===== config.mk =====
export PLATFORM = sky130hd
export DESIGN_NAME = hdb3enc
export DESIGN_NICKNAME = d
export VERILOG_FILES = /design/src/rtl/hdb3enc.sv
export SDC_FILE = /design/constraint.sdc
export NUM_CORES = 1
export LEC_CHECK = 0
export BUFFER_PORTS_ARGS = -buffer_cell sky130_fd_sc_hd__buf_4
export CORE_MARGIN = 2
export CORE_UTILIZATION = 35
export CTS_CLUSTER_DIAMETER = 40
export DETAILED_ROUTE_END_ITERATION = 10
export PLACE_DENSITY_LB_ADDON = 0.3
export SLEW_MARGIN = 20
export SYNTH_ARGS = -nofsm -noshare
export SYNTH_HDL_FRONTEND = slang
export SYNTH_SLANG_ARGS = --single-unit

===== constraint.sdc =====
create_clock -name clk2 -period 1.1 [get_ports clk2]
set_input_delay 0.055 -clock clk2 [delete_from_list [all_inputs] [get_ports clk2]]
set_output_delay 0.055 -clock clk2 [all_outputs]
set_load 0.02 [all_outputs]

===== src/rtl/hdb3enc.sv =====
// HDB3 / AMI line encoder for the E1 transmit path: NRZ serin in, dual-rail pos/neg out.
// Optional all-ones AIS override is compiled in when HDB3ENC_AIS_EN is defined.
module hdb3enc (
  input  logic clk2,
  input  logic rst,
  input  logic serin,
  input  logic amisel,
  input  logic ais,
  output logic pos,
  output logic neg,
  output logic vflag
);

  typedef enum logic [1:0] {
    TAG_DATA = 2'd0,
    TAG_B    = 2'd1,
    TAG_V    = 2'd2
  } tag_t;

  logic [3:0] dbit;
  tag_t       dtag [4];
  logic [1:0] zc;
  logic       parity;
  logic       lastpol;
  logic       din;
  logic       trigger;
  logic       d3mark;
  logic       d3viol;
  logic       pareff;

`ifdef HDB3ENC_AIS_EN
  assign din = ais | serin;
`else
  logic unused_ais;
  assign unused_ais = ais;
  assign din = serin;
`endif

  // The B/space decision must count the mark leaving d3 on this same edge,
  // and a V leaving d3 now means the count restarts from zero.
  always_comb begin
    d3mark  = (dtag[3] == TAG_B) || ((dtag[3] == TAG_DATA) && dbit[3]);
    d3viol  = (dtag[3] == TAG_V);
    pareff  = d3viol ? 1'b0 : (parity ^ d3mark);
    trigger = !amisel && !din && (zc == 2'd3);
  end

  always_ff @(posedge clk2) begin
    if (rst) begin
      dbit    <= '0;
      dtag    <= '{TAG_DATA, TAG_DATA, TAG_DATA, TAG_DATA};
      zc      <= '0;
      parity  <= 1'b0;
      lastpol <= 1'b0;
      pos     <= 1'b0;
      neg     <= 1'b0;
      vflag   <= 1'b0;
    end else begin
      dbit    <= {dbit[2:0], din};
      dtag[0] <= trigger ? TAG_V : TAG_DATA;
      dtag[1] <= dtag[0];
      dtag[2] <= dtag[1];
      dtag[3] <= (trigger && !pareff) ? TAG_B : dtag[2];

      if (din || trigger)
        zc <= '0;
      else if (zc != 2'd3)
        zc <= zc + 2'd1;

      if (d3viol)
        parity <= 1'b0;
      else if (d3mark)
        parity <= ~parity;

      // lastpol = 1 means the previous mark went out on pos
      if (d3mark)
        lastpol <= ~lastpol;

      pos   <= (d3mark && !lastpol) || (d3viol && lastpol);
      neg   <= (d3mark && lastpol)  || (d3viol && !lastpol);
      vflag <= d3viol;
    end
  end

endmodule


==> out/metrics.cfg <==
[worst_setup_path]
cpPeakStageDelay_ns=0.35
critPathKind=reg -> reg
cp_max_fo=2
worst_ep_arrival_time_ns=1.21
required_ns=1.27
cp_slowest_cell=dfxtp_1
cp_cell_sequence=ha_2 > nor2b_1 > a31oi_1 > nor3_1
startpoint_type=flip-flop
end_kind=flip-flop

[placed_design]
place_ws_ns=0.05410
io_buffer_count=6
dpl.hpwl_um=486.8
dp.cells=71
placed_area_um2=605.6
gp_congestion=0.6966

[die]
ios=8
rows=14
coreArea_um2=1489
die_area_um2=1887
die_h_um=43.44
start_util_pct=36.55
die_x_um=43.44

[cts]
clockBufferDepth=2
cts.sinks=16
post-cts-setup-buffers=0
cts_max_level=1
clkLatencyLatePin_ns=0.27
cts_buffers=3
cts_root_buf=clkbuf_4
clk_pin_slew_ns=0.09
cts_tree=yes

[routing]
post_drt_via_cell_ratio=4.747
drtIter0Drc=0
postRouteAntennaNets=0
routed_wl_um=745
avgRoutedWirePerCell_um=9.933
dr.pass1.iters=1
drc=0
routed-via-count=356

[yosys]
ys.warnings.count=0
ys_ff_latch=16
ys_seq_area_share_pct=58.85
netlist-cell-type-count=18
netlist_area_um2=544.3
synth_cells=50
synth_nets=56
syn_avg_cell_area_um2=10.89

[power_and_ir_drop]
power.leakage_nw=0.2464
irDropWorstVdd_uv=925.3
power.density_nw_per_um2=1446

[job]
max-cap-violations=0

[cells_and_area]
fin_util_pct=43.45
nFillCells=151
final_cell_count_no_fill=75
area_growth_pct=18.85
diodes=0
final_area_um2=646.9
nets=67
drive_gt1_share_pct=25.42

[timing]
rsz0062_at_grt=false
period_needed_ns=1.039
relSlewSlack_pct=86.73
hold_viol=0
fin_skew_ns=0.003689
worst_slack_ns=0.06075
tns_ns=0
max_freq_ghz=0.9622
period_share_pct=94.48
slew_viol_final=0
worst_pin_slew_ns=0.1975
final-setup-viol-count=0

[grt]
grt_pass1_wl_mm=1.242
first_global_vias=298
grt_usage_pct=8.942
grt_max_degree=16
antenna_found_initial=0
grt-ovfl-total=0

[status]
status=finished, final reports clean

[hold_path]
min_path_type=in -> reg

## area by class of cell
class                   instances  area [um2]  area share (%)
clock buffers                   3       22.52           3.482
well taps                      16       20.02           3.095
flip-flops and latches         16       321.6           49.71
repair buffers                  7       55.05           8.511
multi-input cells              33       227.7           35.20
## state kept, by name, indices dropped and copies added, names as in the netlist
signal   cells
dtag         5
zc           2
parity       1
dbit         4
pos          1
vflag        1
neg          1
lastpol      1
## cells by family (layout without fill, tap and decap cells)
| group | Yosys count | in the layout | synth area share [%] |
|---|---|---|---|
| adder cells (fa/ha/maj) | 1 | 1 | 2.298 |
| buffers and inverters | 1 | 10 | 0.6890 |
| flip-flops | 16 | 16 | 58.85 |
| AO/OA/AOI/OAI | 8 | 8 | 12.41 |
| AND/OR/NAND/NOR | 23 | 23 | 24.14 |
| XOR/XNOR | 1 | 1 | 1.609 |
## cells in the final DEF (no fill, tap or decap)
| cell | netlist | routed |
|---|---|---|
| nand3b_1 | 1 | 1 |
| nand3_1 | 1 | 1 |
| nor2b_1 | 7 | 7 |
| clkbuf_4 | 0 | 3 |
| and2_1 | 1 | 1 |
| o21a_1 | 1 | 1 |
| dfxtp_1 | 16 | 15 |
| nor3_2 | 0 | 1 |
| dlygate4sd3_1 | 0 | 1 |
| xnor2_1 | 1 | 1 |
| nor3_1 | 4 | 3 |
| a31oi_1 | 1 | 1 |
| nand2b_1 | 3 | 3 |
| o21ba_4 | 1 | 1 |
| ha_2 | 0 | 1 |
| dfxtp_2 | 0 | 1 |
| nor3b_1 | 2 | 2 |
| o22ai_2 | 1 | 1 |
| buf_4 | 0 | 6 |
| a21bo_2 | 1 | 1 |
| a21oi_1 | 3 | 3 |
| nor2_1 | 4 | 4 |
## timing repair
action | 4_1_cts | 5_1_grt
resized for setup | 0 | 3
hold endpoints to repair | 3 | 0
hold buffers | 1 | 0
setup endpoints to repair | 0 | 1
## metrics by stage
step	power (W)	hold slack [ns]
after floorplan	0.0006342	0.1266
after global placement	0.0006516	0.2652
after detailed placement	0.0006533	0.2706
after CTS	0.0009454	0.04470
after global routing	0.0009764	0.05730
final	0.0009352	0.05519
## worst paths after layout
path | to | slack [ns] | depth (start not counted) | startpoint
worst max register to register | zc[1] | 0.06 | 4 | zc[1]
worst min-delay path | pos | 0.06 | 2 | rst
worst max-delay path | zc[1] | 0.06 | 4 | zc[1]
worst min register to register | dtag[1] | 0.44 | 2 | dtag[3]
## where the power goes
| group | internal (W) | total [W] | leakage (nW) | switching (W) |
|---|---|---|---|---|
| registers | 0.000590 | 0.000595 | 0.130 | 0.00000538 |
| clock network | 0.000127 | 0.000292 | 0.0138 | 0.000165 |
| logic | 0.0000257 | 0.0000480 | 0.102 | 0.0000223 |
| total | 0.000742 | 0.000935 | 0.246 | 0.000193 |
## worst max-delay path: cells and delay by family (launching register included)
family                   cells  cell delay [ns]
flip-flops                   1             0.35
adder cells (fa/ha/maj)      1             0.27
AND/OR/NAND/NOR              2             0.19
AO/OA/AOI/OAI                1             0.13
## Yosys cell counts
cell type / n / share of area, %
clkbuf_1: 1 / 0.69
nor2_1: 4 / 2.8
ha_1: 1 / 2.3
nor2b_1: 7 / 8.0
o21ba_4: 1 / 3.0
nor3b_1: 2 / 2.8
dfxtp_1: 16 / 59
and2_1: 1 / 1.2
a21bo_2: 1 / 1.8
nand3b_1: 1 / 1.4
xnor2_1: 1 / 1.6
a21oi_1: 3 / 2.8
o22ai_2: 1 / 2.3
nand2b_1: 3 / 3.4
o21a_1: 1 / 1.4
a31oi_1: 1 / 1.2
nor3_1: 4 / 3.7
nand3_1: 1 / 0.92
## layer usage
layer | wire [um] | global-route usage (%) | share of wire, % | vias up
met4 | 0 | 1.818 | 0 | 0
met1 | 392 | 10.82 | 53 | 161
li1 | - | - | - | 189
met3 | 30 | 6.250 | 4.0 | 0
met5 | 0 | 0 | 0 | -
met2 | 321 | 13.13 | 43 | 6
(Power assumes the default switching activity.)
